`config.mk`:
```
export PLATFORM = sky130hd
export DESIGN_NAME = hex_word_lexer
export DESIGN_NICKNAME = d
export VERILOG_FILES = /design/src/rtl/hex_lexer_pkg.sv /design/src/rtl/fifo.sv /design/src/rtl/hex_word_lexer.sv
export SDC_FILE = /design/constraint.sdc
export NUM_CORES = 1
export LEC_CHECK = 0
export ABC_AREA = 1
export CORE_UTILIZATION = 61
export DETAILED_ROUTE_END_ITERATION = 10
export PLACE_DENSITY = 0.79
export REMOVE_ABC_BUFFERS = 1
export SYNTH_ARGS = -nofsm -noshare
export SYNTH_HDL_FRONTEND = slang
export SYNTH_HIERARCHICAL = 1
export SYNTH_SLANG_ARGS = --single-unit
```
`constraint.sdc`:
```
create_clock -name clk -period 2.45 [get_ports clk]
set_input_delay 0.49 -clock clk [delete_from_list [all_inputs] [get_ports clk]]
set_output_delay 0.49 -clock clk [all_outputs]
set_load 0.03 [all_outputs]
```
`src/rtl/hex_lexer_pkg.sv`:
```
// Shared constants for the hex word lexer: ASCII codes, lexer states, error bit positions
// and a digit decoder.
package hex_lexer_pkg;

  localparam logic [7:0] ChTab   = 8'h09;
  localparam logic [7:0] ChLf    = 8'h0A;
  localparam logic [7:0] ChCr    = 8'h0D;
  localparam logic [7:0] ChSpace = 8'h20;
  localparam logic [7:0] ChHash  = 8'h23;

  localparam logic [0:0] StScan    = 1'b0;
  localparam logic [0:0] StComment = 1'b1;

  localparam int unsigned ErrOverflow  = 0;
  localparam int unsigned ErrUnderflow = 1;
  localparam int unsigned ErrBadChar   = 2;

  typedef struct packed {
    logic       valid;
    logic [3:0] value;
  } hex_digit_t;

  function automatic hex_digit_t hex_decode(input logic [7:0] ch);
    hex_digit_t d;
    d.valid = 1'b0;
    d.value = 4'h0;
    if (ch >= 8'h30 && ch <= 8'h39) begin
      d.valid = 1'b1;
      d.value = ch[3:0];
    end else if ((ch >= 8'h41 && ch <= 8'h46) || (ch >= 8'h61 && ch <= 8'h66)) begin
      // Low nibble of 'A'/'a' is 1, so adding 9 yields 10..15.
      d.valid = 1'b1;
      d.value = 4'(ch[3:0] + 4'd9);
    end
    return d;
  endfunction

  function automatic logic is_blank(input logic [7:0] ch);
    return (ch == ChSpace) || (ch == ChTab) || (ch == ChCr) || (ch == ChLf);
  endfunction

endpackage

```
`src/rtl/fifo.sv`:
```
// First-word fall-through FIFO with overflow/underflow pulses; a pop while full makes
// room for a same-cycle push.
module fifo #(
  parameter int WIDTH = 8,
  parameter int DEPTH = 16
) (
  input  logic             clk,
  input  logic             rst,
  input  logic             push,
  input  logic [WIDTH-1:0] push_data,
  input  logic             pop,
  output logic [WIDTH-1:0] data_out,
  output logic             empty,
  output logic             full,
  output logic             overflow,
  output logic             underflow
);

  localparam int AW = $clog2(DEPTH);

  logic [WIDTH-1:0] mem_q [DEPTH];
  logic [AW-1:0]    wr_ptr_q, rd_ptr_q;
  logic [AW:0]      count_q;
  logic             do_push, do_pop;

  assign empty    = (count_q == '0);
  assign full     = (count_q == (AW + 1)'(DEPTH));
  assign data_out = empty ? '0 : mem_q[rd_ptr_q];

  // An illegal pop freezes the FIFO entirely, including any same-cycle push.
  assign underflow = pop && empty;
  assign overflow  = push && full && !pop;
  assign do_pop    = pop && !empty;
  assign do_push   = push && !underflow && !overflow;

  always_ff @(posedge clk) begin
    if (rst) begin
      wr_ptr_q <= '0;
      rd_ptr_q <= '0;
      count_q  <= '0;
    end else begin
      if (do_push) wr_ptr_q <= wr_ptr_q + 1'b1;
      if (do_pop)  rd_ptr_q <= rd_ptr_q + 1'b1;
      if (do_push && !do_pop)      count_q <= count_q + 1'b1;
      else if (do_pop && !do_push) count_q <= count_q - 1'b1;
    end
  end

  always_ff @(posedge clk) begin
    if (do_push) mem_q[wr_ptr_q] <= push_data;
  end

endmodule

```
`src/rtl/hex_word_lexer.sv`:
```
// Lexes an ASCII stream of hex digits, blanks and '#' comments into fixed-width words
// and queues them in a FIFO with sticky error flags.
module hex_word_lexer
  import hex_lexer_pkg::*;
#(
  parameter int WORD_BYTES = 1,
  parameter int DEPTH      = 16
) (
  input  logic                    clk,
  input  logic                    rst,
  input  logic                    push_back,
  input  logic [7:0]              data_in,
  input  logic                    pop_front,
  output logic [8*WORD_BYTES-1:0] data_out,
  output logic                    empty,
  output logic                    full,
  output logic [2:0]              error
);

  localparam int W      = 8 * WORD_BYTES;
  localparam int Digits = 2 * WORD_BYTES;
  localparam int CntW   = $clog2(Digits);

  logic [0:0]      state_q, state_d;
  logic [CntW-1:0] cnt_q, cnt_d;
  logic [W-1:0]    word_q, word_d;
  logic            push_q, push_d;
  logic [W-1:0]    push_word_q, push_word_d;
  logic [2:0]      error_q;
  logic            bad_char, overflow, underflow;
  hex_digit_t      hv;
  logic [W-1:0]    shifted;

  assign hv      = hex_decode(data_in);
  assign shifted = (word_q << 4) | W'(hv.value);

  always_comb begin
    state_d     = state_q;
    cnt_d       = cnt_q;
    word_d      = word_q;
    push_d      = 1'b0;
    push_word_d = push_word_q;
    bad_char    = 1'b0;
    if (push_back) begin
      unique case (state_q)
        StScan: begin
          if (is_blank(data_in)) begin
            state_d = StScan;
          end else if (data_in == ChHash) begin
            state_d = StComment;
          end else if (hv.valid) begin
            if (cnt_q == CntW'(Digits - 1)) begin
              push_d      = 1'b1;
              push_word_d = shifted;
              cnt_d       = '0;
              word_d      = '0;
            end else begin
              cnt_d  = cnt_q + 1'b1;
              word_d = shifted;
            end
          end else begin
            bad_char = 1'b1;
          end
        end
        StComment: begin
          if (data_in == ChLf) state_d = StScan;
        end
        default: state_d = StScan;
      endcase
    end
  end

  always_ff @(posedge clk) begin
    if (rst) begin
      state_q     <= StScan;
      cnt_q       <= '0;
      word_q      <= '0;
      push_q      <= 1'b0;
      push_word_q <= '0;
      error_q     <= 3'b000;
    end else begin
      state_q     <= state_d;
      cnt_q       <= cnt_d;
      word_q      <= word_d;
      push_q      <= push_d;
      push_word_q <= push_word_d;
      error_q[ErrBadChar]   <= error_q[ErrBadChar] | bad_char;
      error_q[ErrUnderflow] <= error_q[ErrUnderflow] | underflow;
      error_q[ErrOverflow]  <= error_q[ErrOverflow] | overflow;
    end
  end

  assign error = error_q;

  fifo #(
    .WIDTH(W),
    .DEPTH(DEPTH)
  ) u_fifo (
    .clk      (clk),
    .rst      (rst),
    .push     (push_q),
    .push_data(push_word_q),
    .pop      (pop_front),
    .data_out (data_out),
    .empty    (empty),
    .full     (full),
    .overflow (overflow),
    .underflow(underflow)
  );

endmodule

```
==> results of run 1 <==
[final cells by class]
cell class                      count  area [um^2]  share of cell area
Timing Repair Buffer               63          626              0.0738
Multi-Input combinational cell    474         2300               0.272
Clock buffer                       25          561              0.0661
Clock inverter                      7         76.3             0.00900
Sequential cell                   163         4550               0.537
Tap cell                          143          179              0.0211
Inverter                           46          184              0.0217
[power groups by stage]
stage | Sequential [mW] | Clock (mW) | Combinational [mW]
after floorplan | 3.28 | 0 | 1.52
final | 3.15 | 2.75 | 2.95
after global routing | 3.16 | 2.89 | 3.19
after global placement | 3.16 | 0 | 2.50
after detailed placement | 3.17 | 0 | 2.59
after CTS | 3.13 | 2.77 | 2.76
[cell families (layout without fill, tap and decap cells)]
| kind of cell | Yosys count | in the layout |
|---|---|---|
| XOR/XNOR | 6 | 6 |
| adder cells (fa/ha/maj) | 14 | 14 |
| buffers and inverters | 75 | 141 |
| AND/OR/NAND/NOR | 415 | 415 |
| AO/OA/AOI/OAI | 39 | 39 |
| flip-flops | 163 | 163 |
[sequential cells by signal (all words and copies together), names as in the netlist, named ones only]
signal,cells
word_q,4
error,3
state_q,1
u_fifo/rd_ptr_q,4
cnt_q,1
u_fifo/count_q,5
u_fifo/wr_ptr_q,4
push_q,1
push_word_q,8
u_fifo/mem_q,128
[synthesized netlist by cell type, types with 9 or more instances]
| master | count | area share |
|---|---|---|
| nor3_1 | 16 | 0.011 |
| nor2_1 | 31 | 0.016 |
| a21oi_1 | 27 | 0.019 |
| nand3_1 | 118 | 0.082 |
| edfxtp_1 | 128 | 0.54 |
| nand2_1 | 228 | 0.12 |
| ha_1 | 13 | 0.023 |
| dfxtp_1 | 35 | 0.098 |
| o21ai_0 | 11 | 0.0077 |
| buf_2 | 12 | 0.0084 |
| inv_1 | 41 | 0.021 |
| buf_6 | 9 | 0.014 |
[layer usage]
metal,share of wire,up-vias,global-route usage
met1,0.38,2533,0.336
met2,0.52,256,0.489
li1,-,2531,-
met5,0,-,0
met3,0.080,40,0.0637
met4,0.022,0,0.111
[worst min-delay path: cells and delay by family, from the launching register on]
kind / cells / cell delay (ns)
AND/OR/NAND/NOR: 2 / 0.10
flip-flops: 1 / 0.31
[metrics by stage]
step / power, mW / cell area [um^2] / setup WS, ns / hold slack [ns]
5_1_grt: 9.24 / 8480 / -0.0448 / 0.474
4_1_cts: 8.66 / 8400 / 0.00744 / 0.450
3_5_place_dp: 5.75 / 7660 / -0.193 / 0.441
3_3_place_gp: 5.65 / 7660 / -0.0818 / 0.437
6_report: 8.85 / 8480 / 0.0138 / 0.448
2_1_floorplan: 4.80 / 6990 / -0.644 / 0.427
[timing repair]
action / in CTS / in global routing
endpoints found under the setup margin: 9 / 11
buffers inserted: 2 / 1
pin swaps: 0 / 4
resized for setup: 10 / 18
gates cloned: 2 / 1
[worst max path at each step]
stage | start | end | depth (start not counted)
final | flip-flop | data_out[5] | 10
after floorplan | flip-flop | data_out[0] | 7
after global routing | flip-flop | data_out[7] | 8
after CTS | flip-flop | data_out[3] | 9
after detailed placement | pop_front | u_fifo/count_q[3]$_SDFFE_PP0P_ | 12
after global placement | pop_front | u_fifo/count_q[4]$_SDFFE_PP0P_ | 14
==> impl_metrics.py, run 1 <==
metrics = {
    "status": {
        "outcome": "finished, final reports clean",
    },
    "synth": {
        "ys_warn_count": 6,
        "synth-async-reset-ratio": 0,
        "synth_edf_count": 128,
        "syn_area_per_cell_um2": 10.1,
        "synth_compound_area_frac": 0.0272,
        "synthMuxAreaShare": 0,
        "synth_cells": 712,
        "synth_top_family_by_area": "simple AND/OR/NAND/NOR gates",
        "synthesis.area_um2": 7180,
        "synthDistinctLibCells": 30,
        "synth_xor_area_frac": 0.00732,
        "yosys_register_bits": 163,
        "seq_area_frac_synth": 0.633,
        "synth_ff_type": "edfxtp_1",
        "synth_simple_gate_area_frac": 0.256,
        "yosys.area_share.adder": 0.0254,
    },
    "pwr": {
        "combPwrFrac": 0.333,
        "p_int_mw": 5.86,
        "switching_share": 0.338,
        "clkPwrFrac": 0.311,
        "vdd_drop_max_mv": 1.32,
        "p_seq_frac": 0.356,
        "p_leak_nw": 3.45,
        "p_switching_mw": 2.99,
        "powerDensity_nw_per_um2": 1040,
    },
    "hold_path": {
        "min_path_type": "flip-flop to flip-flop",
        "hold_path_end": "push_word_q[5]$_SDFFE_PP0P_",
        "hold_depth": 2,
        "holdCritStartpoint": "word_q[1]$_SDFFE_PP0P_",
    },
    "global_routing": {
        "grt-ovfl-total": 0,
        "grt_pass1_wl_um": 26000,
        "grt_pass1_vias": 5291,
        "track_usage": 0.280,
        "grt_max_degree": 33,
        "antenna_found_initial": 0,
    },
    "worst_setup_path": {
        "critPathBufInv": 4,
        "cp_slowest_cell": "dfxtp_4",
        "critPathMostFrequentCell": "nand2_1",
        "cp_max_fo": 5,
        "cp.arrival_ns": 1.95,
        "critical_path_class": "flip-flop to primary output",
        "r2r_setup_slack_ns": 0.21,
        "r2r_end": "u_fifo/count_q[3]$_SDFFE_PP0P_",
        "reg2reg_depth": 11,
        "cp-end-kind": "primary output",
        "start_kind": "flip-flop",
        "required_ns": 1.96,
        "max_stage_delay_ns": 0.41,
        "path_delay_family": "buffers and inverters",
        "r2r_start": "u_fifo/count_q[0]$_SDFFE_PP0P_",
        "worstPathCellList": "inv_8 -> buf_4 -> buf_4 -> nand2_1 -> nand3_1 -> nand3_1 -> nand2_1 -> nand2_1 -> a21oi_2 -> buf_6",
    },
    "sta": {
        "finalMaxSlewViolations": 0,
        "timing.setup.tns_ns": 0,
        "hold_viol": 0,
        "finalWorstPathRequiredPeriod_ns": 2.44,
        "setup_viol": 0,
        "rsz0062_at_grt": "yes",
        "maxSlewHeadroom": 0.468,
        "fin_skew_ns": 0.00848,
        "max_freq_mhz": 410,
        "worst_slew_pin_slew_ns": 0.798,
        "fin_crit_sh": 0.994,
    },
    "clocking": {
        "clk_latency_ns": 0.42,
        "cts-root-buf": "clkbuf_16",
        "cts.sinks": 163,
        "cts_tree": "yes",
        "cts_buffers": 17,
        "clk_path_buf_depth": 2,
        "hold_buffers": 0,
        "path_clk_slew_ns": 0.06,
        "htreeDepth": 4,
    },
    "place": {
        "placed_cells": 883,
        "io_buffer_count": 24,
        "dp_hpwl_um": 9970,
        "place.gp.congestion": 0.832,
    },
    "floorplan": {
        "io_pins": 25,
        "die_area_um2": 12200,
        "die_w_um": 110,
        "coreArea_um2": 11400,
        "row_count": 39,
        "start_util": 0.629,
        "fp.dieH_um": 110,
    },
    "finish": {
        "final_common_cell": "nand2_1",
        "fillers": 764,
        "fin_nets": 791,
        "layout-drive-gt1-share": 0.141,
        "final_cells": 921,
        "fin_util": 0.742,
        "diodes": 0,
        "layout_common_cells": "227 x nand2_1, 128 x edfxtp_1, 117 x nand3_1",
        "area_delta_synth_final_pct": 18.1,
    },
    "detailed_routing": {
        "firstDrtPassIters": 6,
        "num_vias": 5360,
        "wl_per_cell_um": 17.9,
        "vias_per_cell": 5.82,
        "drtIter0Drc": 604,
        "ant_nets": 0,
        "wl_um": 16500,
        "drc": 0,
    },
    "job": {
        "drv_cap": 0,
    },
}
Power figures use the tool's default switching activity.
==> inputs of run 2 (changes only) <==
CORE_MARGIN = 2   (was not set)
CORE_UTILIZATION = 60   (was 61)
PLACE_DENSITY = 0.9   (was 0.79)
==> run 2 against run 1 <==
Against the previous run:
- the run now ends with setup timing left
- clock skew is 0.0025 ns higher
- fmax is 3.2% lower
- combinational power is 23% higher
- critical path depth is 1 lower
- via count is 5.9% higher
- largest cell class unchanged
==> impl_metrics.py, run 2 (synthesis gave the netlist of run 1 again) <==
metrics = {
    "status": {
        "outcome": "complete, but fails checks",
        "violations": "setup timing",
    },
    "sta": {
        "setup_viol": 4,
        "fin_ws_ns": -0.0656,
        "finalMaxSlewViolations": 0,
        "finalWorstPathRequiredPeriod_ns": 2.52,
        "rsz0062_at_grt": "yes",
        "worst_slew_pin_slew_ns": 0.750,
        "timing.setup.tns_ns": -0.158,
        "maxSlewHeadroom": 0.499,
        "hold_viol": 0,
        "fin_crit_sh": 1.03,
        "fin_skew_ns": 0.0110,
        "hold_slack_ns": 0.453,
        "max_freq_mhz": 398,
    },
    "worst_setup_path": {
        "r2r_end": "u_fifo/count_q[3]$_SDFFE_PP0P_",
        "reg2reg_depth": 11,
        "cp-end-kind": "primary output",
        "required_ns": 1.96,
        "cp.arrival_ns": 2.03,
        "start_kind": "flip-flop",
        "r2r_start": "u_fifo/count_q[2]$_SDFFE_PP0P_",
        "cp_max_fo": 11,
        "critical_path_class": "flip-flop to primary output",
        "r2r_setup_slack_ns": 0.20,
    },
    "detailed_routing": {
        "num_vias": 5675,
        "drtIter0Drc": 758,
        "vias_per_cell": 6.04,
        "wl_um": 18800,
        "wl_per_cell_um": 20.0,
        "drc": 0,
        "ant_nets": 0,
        "firstDrtPassIters": 6,
    },
    "floorplan": {
        "coreArea_um2": 11600,
        "die_w_um": 113,
        "io_pins": 25,
        "start_util": 0.621,
        "fp.dieH_um": 113,
        "die_area_um2": 12900,
        "row_count": 39,
    },
    "global_routing": {
        "grt_pass1_vias": 5234,
        "grt-ovfl-total": 0,
        "grt_pass1_wl_um": 25500,
        "track_usage": 0.259,
        "antenna_found_initial": 0,
        "grt_max_degree": 33,
    },
    "hold_path": {
        "hold_path_end": "push_word_q[5]$_SDFFE_PP0P_",
        "holdCritStartpoint": "word_q[1]$_SDFFE_PP0P_",
        "hold_depth": 2,
        "min_path_type": "flip-flop to flip-flop",
    },
    "clocking": {
        "hold_buffers": 0,
        "clk_latency_ns": 0.42,
        "path_clk_slew_ns": 0.06,
        "clk_path_buf_depth": 2,
        "cts_buffers": 17,
        "cts-root-buf": "clkbuf_16",
        "htreeDepth": 4,
        "cts_tree": "yes",
        "cts.sinks": 163,
    },
    "pwr": {
        "vdd_drop_max_mv": 0.745,
        "powerDensity_nw_per_um2": 1080,
        "p_leak_nw": 3.63,
    },
    "place": {
        "pre_cts_slack_ns": -0.229,
        "placed_cells": 884,
        "place.gp.congestion": 0.954,
        "io_buffer_count": 24,
        "placed_cell_area_um2": 7650,
        "dp_hpwl_um": 9970,
    },
    "finish": {
        "largest_reg_flops": 128,
        "reg.largest.list": "u_fifo/mem_q (128), push_word_q (8), u_fifo/count_q (5)",
        "fin_nets": 810,
        "layout-drive-gt1-share": 0.218,
        "area_delta_synth_final_pct": 24.3,
        "final_common_cell": "nand2_1",
        "diodes": 0,
        "stdcell_area_um2": 8920,
        "layout_common_cells": "211 x nand2_1, 128 x edfxtp_1, 88 x nand3_1",
        "regMostFlops": "u_fifo/mem_q",
        "final_cells": 940,
    },
    "job": {
        "drv_cap": 0,
    },
}
## run 2: cell types whose count changed in the layout (fill, tap and decap cells not counted), sizes merged
cell / delta
clkinv: +6
clkbuf: -2
clkinvlp: +2
bufinv: +4
buf: +13
inv: -4
## run 2: per-stage QoR
step | util | power (mW)
floorplan | - | 4.80
global placement | 0.662 | 5.63
detailed placement | 0.662 | 5.75
CTS | 0.724 | 8.72
global route | 0.772 | 10.0
finish | 0.772 | 9.66
## run 2: worst max-delay path by stage
| stage | start | to | slack (ns) | depth (start not counted) |
|---|---|---|---|---|
| detailed placement | pop_front | u_fifo/count_q[3]$_SDFFE_PP0P_ | -0.23 | 13 |
| finish | flip-flop | data_out[6] | -0.07 | 9 |
| global placement | pop_front | u_fifo/count_q[4]$_SDFFE_PP0P_ | -0.07 | 14 |
| floorplan | flip-flop | data_out[0] | -0.64 | 7 |
| global route | flip-flop | data_out[6] | -0.13 | 9 |
| CTS | flip-flop | data_out[1] | 0.02 | 9 |
## run 2: per-layer routing
layer | vias up | global-route usage | share of wire
met1 | 2622 | 0.317 | 0.35
li1 | 2562 | - | -
met2 | 411 | 0.428 | 0.50
met3 | 80 | 0.0728 | 0.10
met5 | - | 0 | 0
met4 | 0 | 0.125 | 0.045
## run 2: repair_timing
action                     in CTS  in global routing
pin swaps                       0                 28
setup endpoints to repair       9                 10
setup buffers                   6                 10
cloned                          1                  7
resized for setup              12                 82
## run 2: worst max-delay path, cell delays in order (launching register included)
cell and delay, ns:
dfxtp_4 0.48, buf_6 0.14, clkbuf_16 0.14, nand2_1 0.05, nand3_1 0.11, nand3_1 0.13
nand2_1 0.10, nand2_1 0.10, a21oi_2 0.18, buf_4 0.18
## run 2: area by class of cell
type | instances | area [um^2]
repair inverters | 1 | 7.51
inverters | 46 | 193
multi-input cells | 474 | 2490
clock buffers | 18 | 429
flip-flops and latches | 163 | 4550
fillers | 660 | 2640
repair buffers | 81 | 861
well taps | 143 | 179
clock inverters | 14 | 209
## run 2: where the power goes
| group | internal [mW] | switching (mW) |
|---|---|---|
| registers | 3.03 | 0.136 |
| logic | 1.48 | 2.15 |
| clock network | 1.81 | 1.05 |
| total | 6.32 | 3.34 |
